File: src/rtl/bcd_mixed_radix_down_counter.sv
// Multi-digit BCD down counter with per-digit wrap value (9 or 5).
// Parallel load, count enable, zero detect and a one-cycle expiry pulse.
module bcd_mixed_radix_down_counter #(
  parameter int unsigned           NUM_DIGITS = 4,
  parameter logic [NUM_DIGITS-1:0] WRAP5_MASK = NUM_DIGITS'(4'b0010)
) (
  input  logic                    clk,
  input  logic                    rst,
  input  logic                    en,
  input  logic                    load,
  input  logic [4*NUM_DIGITS-1:0] load_value,
  output logic [4*NUM_DIGITS-1:0] count,
  output logic                    zero,
  output logic                    done_pulse
);

  localparam int unsigned DW = 4;
  localparam int unsigned CW = DW * NUM_DIGITS;
  localparam logic [DW-1:0] DIGIT_MAX9 = 4'd9;
  localparam logic [DW-1:0] DIGIT_MAX5 = 4'd5;

  logic [CW-1:0]       count_q, count_d;
  logic                done_pulse_q, done_pulse_d;
  logic [CW-1:0]       dec_value;
  logic [CW-1:0]       load_clean;
  logic [NUM_DIGITS:0] borrow;
  logic [DW-1:0]       cur_digit;
  logic [DW-1:0]       ld_digit;
  logic                zero_c;

  // Zero detect straight off the registered count.
  always_comb begin
    zero_c = (count_q == '0);
  end

  // Borrow chain, per-digit decrement and load sanitising.
  // borrow[i] is set when every digit below i is zero, so digit i decrements.
  always_comb begin
    borrow     = '0;
    borrow[0]  = 1'b1;
    dec_value  = count_q;
    load_clean = load_value;
    cur_digit  = '0;
    ld_digit   = '0;
    for (int i = 0; i < int'(NUM_DIGITS); i++) begin
      cur_digit = count_q[DW*i +: DW];
      borrow[i+1] = borrow[i] & (cur_digit == '0);
      if (borrow[i]) begin
        if (cur_digit == '0) begin
          dec_value[DW*i +: DW] = WRAP5_MASK[i] ? DIGIT_MAX5 : DIGIT_MAX9;
        end else begin
          dec_value[DW*i +: DW] = cur_digit - 4'd1;
        end
      end
      // Non-BCD nibbles clamp to 9; tens digits 6..9 pass through unchanged.
      ld_digit = load_value[DW*i +: DW];
      if (ld_digit > DIGIT_MAX9) begin
        load_clean[DW*i +: DW] = DIGIT_MAX9;
      end
    end
  end

  // Next-state selection: load beats decrement; terminal count holds.
  always_comb begin
    count_d      = count_q;
    done_pulse_d = 1'b0;
    if (load) begin
      count_d = load_clean;
    end else if (en && !zero_c) begin
      count_d      = dec_value;
      done_pulse_d = (dec_value == '0);
    end
  end

  // State register with synchronous active-low reset.
  always_ff @(posedge clk) begin
    if (!rst) begin
      count_q      <= '0;
      done_pulse_q <= 1'b0;
    end else begin
      count_q      <= count_d;
      done_pulse_q <= done_pulse_d;
    end
  end

  assign count      = count_q;
  assign zero       = zero_c;
  assign done_pulse = done_pulse_q;

endmodule

File: config.mk
export PLATFORM = sky130hd
export DESIGN_NAME = bcd_mixed_radix_down_counter
export DESIGN_NICKNAME = d
export VERILOG_FILES = /design/src/rtl/bcd_mixed_radix_down_counter.sv
export SDC_FILE = /design/constraint.sdc
export NUM_CORES = 1
export LEC_CHECK = 0
export ABC_CLOCK_PERIOD_IN_PS = 5800
export BUFFER_PORTS_ARGS = -buffer_cell sky130_fd_sc_hd__buf_2
export CAP_MARGIN = 10
export CORE_ASPECT_RATIO = 0.8
export CORE_MARGIN = 10
export CORE_UTILIZATION = 53
export CTS_CLUSTER_SIZE = 40
export DETAILED_ROUTE_END_ITERATION = 10
export PLACE_DENSITY_LB_ADDON = 0.2
export SYNTH_ARGS = -nofsm -noshare
export SYNTH_HDL_FRONTEND = slang
export SYNTH_SLANG_ARGS = --single-unit
File: constraint.sdc
create_clock -name clk -period 5.8 [get_ports clk]
set_clock_uncertainty 0.2 [all_clocks]
set_input_delay 0.87 -clock clk [delete_from_list [all_inputs] [get_ports clk]]
set_output_delay 0.87 -clock clk [all_outputs]
set_load 0.02 [all_outputs]
==> results.toml <==
[status]
outcome = "completed"

[synth]
synth-async-reset-ratio_pct = 0
syn_area_per_cell_um2 = 7.90
synth.distinct_cells = 45
syn_area_um2 = 1160
synth_edf_count = 0
yosysWarningCount = 0
synth_seq_area_share_pct = 29.3
syn_inst = 147
ys_ff_latch = 17
syn-num-nets = 167
yosys_most_used_dff = "dfxtp_1"

[floorplanning]
ios = 38
core_area_um2 = 2120
fp.dieW_um = 72.3
die_y_um = 61.9
rows = 15
start_util_pct = 54.7
die-area_um2 = 4470

[finish]
fillCellCount = 225
final_cell_mix = "37 x buf_2, 17 x dfxtp_1, 16 x nor2_1, 9 x o21ai_0"
mostFrequentLayoutCell = "buf_2"
n_antenna_cell = 0
fin_nets = 197
layout-drive-gt1-share_pct = 27.8
area_delta_synth_final_pct = 15.6

[power_and_ir_drop]
combPwrFrac_pct = 31.4
powerDensity_nw_per_um2 = 224
pwr-share-seq_pct = 46.0
swShare_pct = 37.8
pwr-share-clk_pct = 22.6
peakVddDrop_uv = 130
p_switching_mw = 0.114
finalPower_mw = 0.301
p_int_mw = 0.187
leakage_nw = 0.571

[setup_path]
crit_cells = 3
crit_arrival_ps = 2030
cp_max_fo = 10
cp_cell_sequence = "or4_1, nor4_1, buf_2"
slowest_stage = "or4_1"
endpoint_kind = "output port"
path_delay_family = "simple AND/OR/NAND/NOR gates"
crit_path_max_incr_delay_ps = 750
crit_buf_inv = 1
r2r.worst_path.cells = 4
worstSetupStartpointType = "flop"
critPathKind = "reg -> out"
cp.required_ps = 4730

[grt]
grt_max_degree = 23
grt_overflow_total = 0
grt_use_met3_pct = 5.24
grt_pass1_wl_mm = 5.27
first_global_vias = 1152
grtUsageMet1_pct = 17.9
track_usage_pct = 14.4
grt_use_met2_pct = 23.3
busiest_layer = "met2"
antenna_found_initial = 0

[job]
maxCapViolations = 0

[placed_design]
io_buffers = 37
dp_hpwl_mm = 2.49
routabilityCongestion = 0.816

[drt]
wl_per_cell_um = 16.6
firstDrtPassIters = 4
viasPerCell = 6.28
drc_errors = 0
vias = 1262
finalWirelength_mm = 3.34
ant_nets = 0
drtIter0Drc = 91

[clocking]
numCtsBuffers = 3
cts_resized = 0
clkSinkCount = 17
cts_tree = "built"
post_cts_buffers = 0
clockBufferDepth = 2
postCtsHoldBufs = 0
htreeDepth = 1
clock_latency_ps = 300
clk_pin_slew_ps = 110
root_buffer = "clkbuf_4"

[timing]
max_clock_freq_ghz = 0.322
worst_pin_slew_ps = 719
drv_slew = 0
hold_viol = 0
relSlewSlack_pct = 51.7
min_period_ps = 3100
setup-tns-final_ps = 0
whs_ps = 324
setup_violations = 0
fin_crit_sh_pct = 53.5
rsz0062_at_grt = "false"

[worst_hold_path]
min_path_type = "reg -> reg"
min_path_cells = 2
-- final timing paths --
kind                                             from                     end  slack (ps)
worst max register to register  count[0]$_SDFFE_PN0P_  count[12]$_SDFFE_PN0P_        3210
worst min register to register  count[7]$_SDFFE_PN0P_   count[7]$_SDFFE_PN0P_         320
worst min-delay path            count[7]$_SDFFE_PN0P_   count[7]$_SDFFE_PN0P_         320
worst max-delay path            count[0]$_SDFFE_PN0P_                    zero        2700
-- power groups by stage --
stage,Combinational (mW),Sequential [mW],Clock (mW)
3_5_place_dp,0.0929,0.141,0
4_1_cts,0.0937,0.138,0.0687
3_3_place_gp,0.0913,0.140,0
2_1_floorplan,0.0630,0.146,0
5_1_grt,0.103,0.141,0.0736
6_report,0.0944,0.139,0.0680
-- registers in the layout (all words and copies together) (netlist names) --
| name | cells |
|---|---|
| count | 16 |
| done_pulse | 1 |
-- layout make-up --
class / instances / area [um^2] / share of cell area [%]
Clock inverter: 1 / 5.00 / 0.373
Clock buffer: 3 / 22.5 / 1.68
Tap cell: 25 / 31.3 / 2.33
Inverter: 9 / 33.8 / 2.52
Sequential cell: 17 / 340 / 25.3
Timing Repair Buffer: 37 / 185 / 13.8
Multi-Input combinational cell: 109 / 724 / 54.0
-- Yosys cell counts (3+ instances only) --
library cell | n | share of area [%]
clkbuf_1 | 8 | 2.6
nand3_1 | 8 | 3.4
a31oi_1 | 5 | 2.7
o21a_1 | 5 | 3.2
a21oi_1 | 3 | 1.3
o311a_1 | 4 | 3.4
nand2_1 | 6 | 1.9
nor3_1 | 6 | 2.6
dfxtp_1 | 17 | 29
or4_4 | 3 | 2.9
inv_1 | 8 | 2.6
nor4b_1 | 3 | 2.3
o21ai_0 | 9 | 3.9
nor4_1 | 5 | 2.7
nor2_1 | 16 | 5.2
-- kinds of logic after synthesis --
family	count (synthesis)	share of synthesized area, %
compound gates	44	29.3
buf+inv	21	8.30
xor+xnor	2	1.51
flops	17	29.3
simple gates	63	31.6
-- layer usage --
metal,part of all wire [%],up-vias
met5,0,-
li1,-,624
met1,44,576
met3,9.4,6
met2,46,56
met4,0.93,0
-- per-stage QoR --
step	instance area, um^2	utilization (%)	std cells	setup WS, ps
floorplan	1160	-	147	2820
global placement	1320	62.0	197	3040
detailed placement	1320	62.0	197	2990
CTS	1340	63.3	201	2700
global route	1340	63.3	201	2540
finish	1340	63.3	201	2700
-- tightest hold or removal path: stages, from the launching register on --
cell and delay (ps):
dfxtp_1 350, nand3_1 70, o21ai_0 70
(Power assumes the default switching activity.)
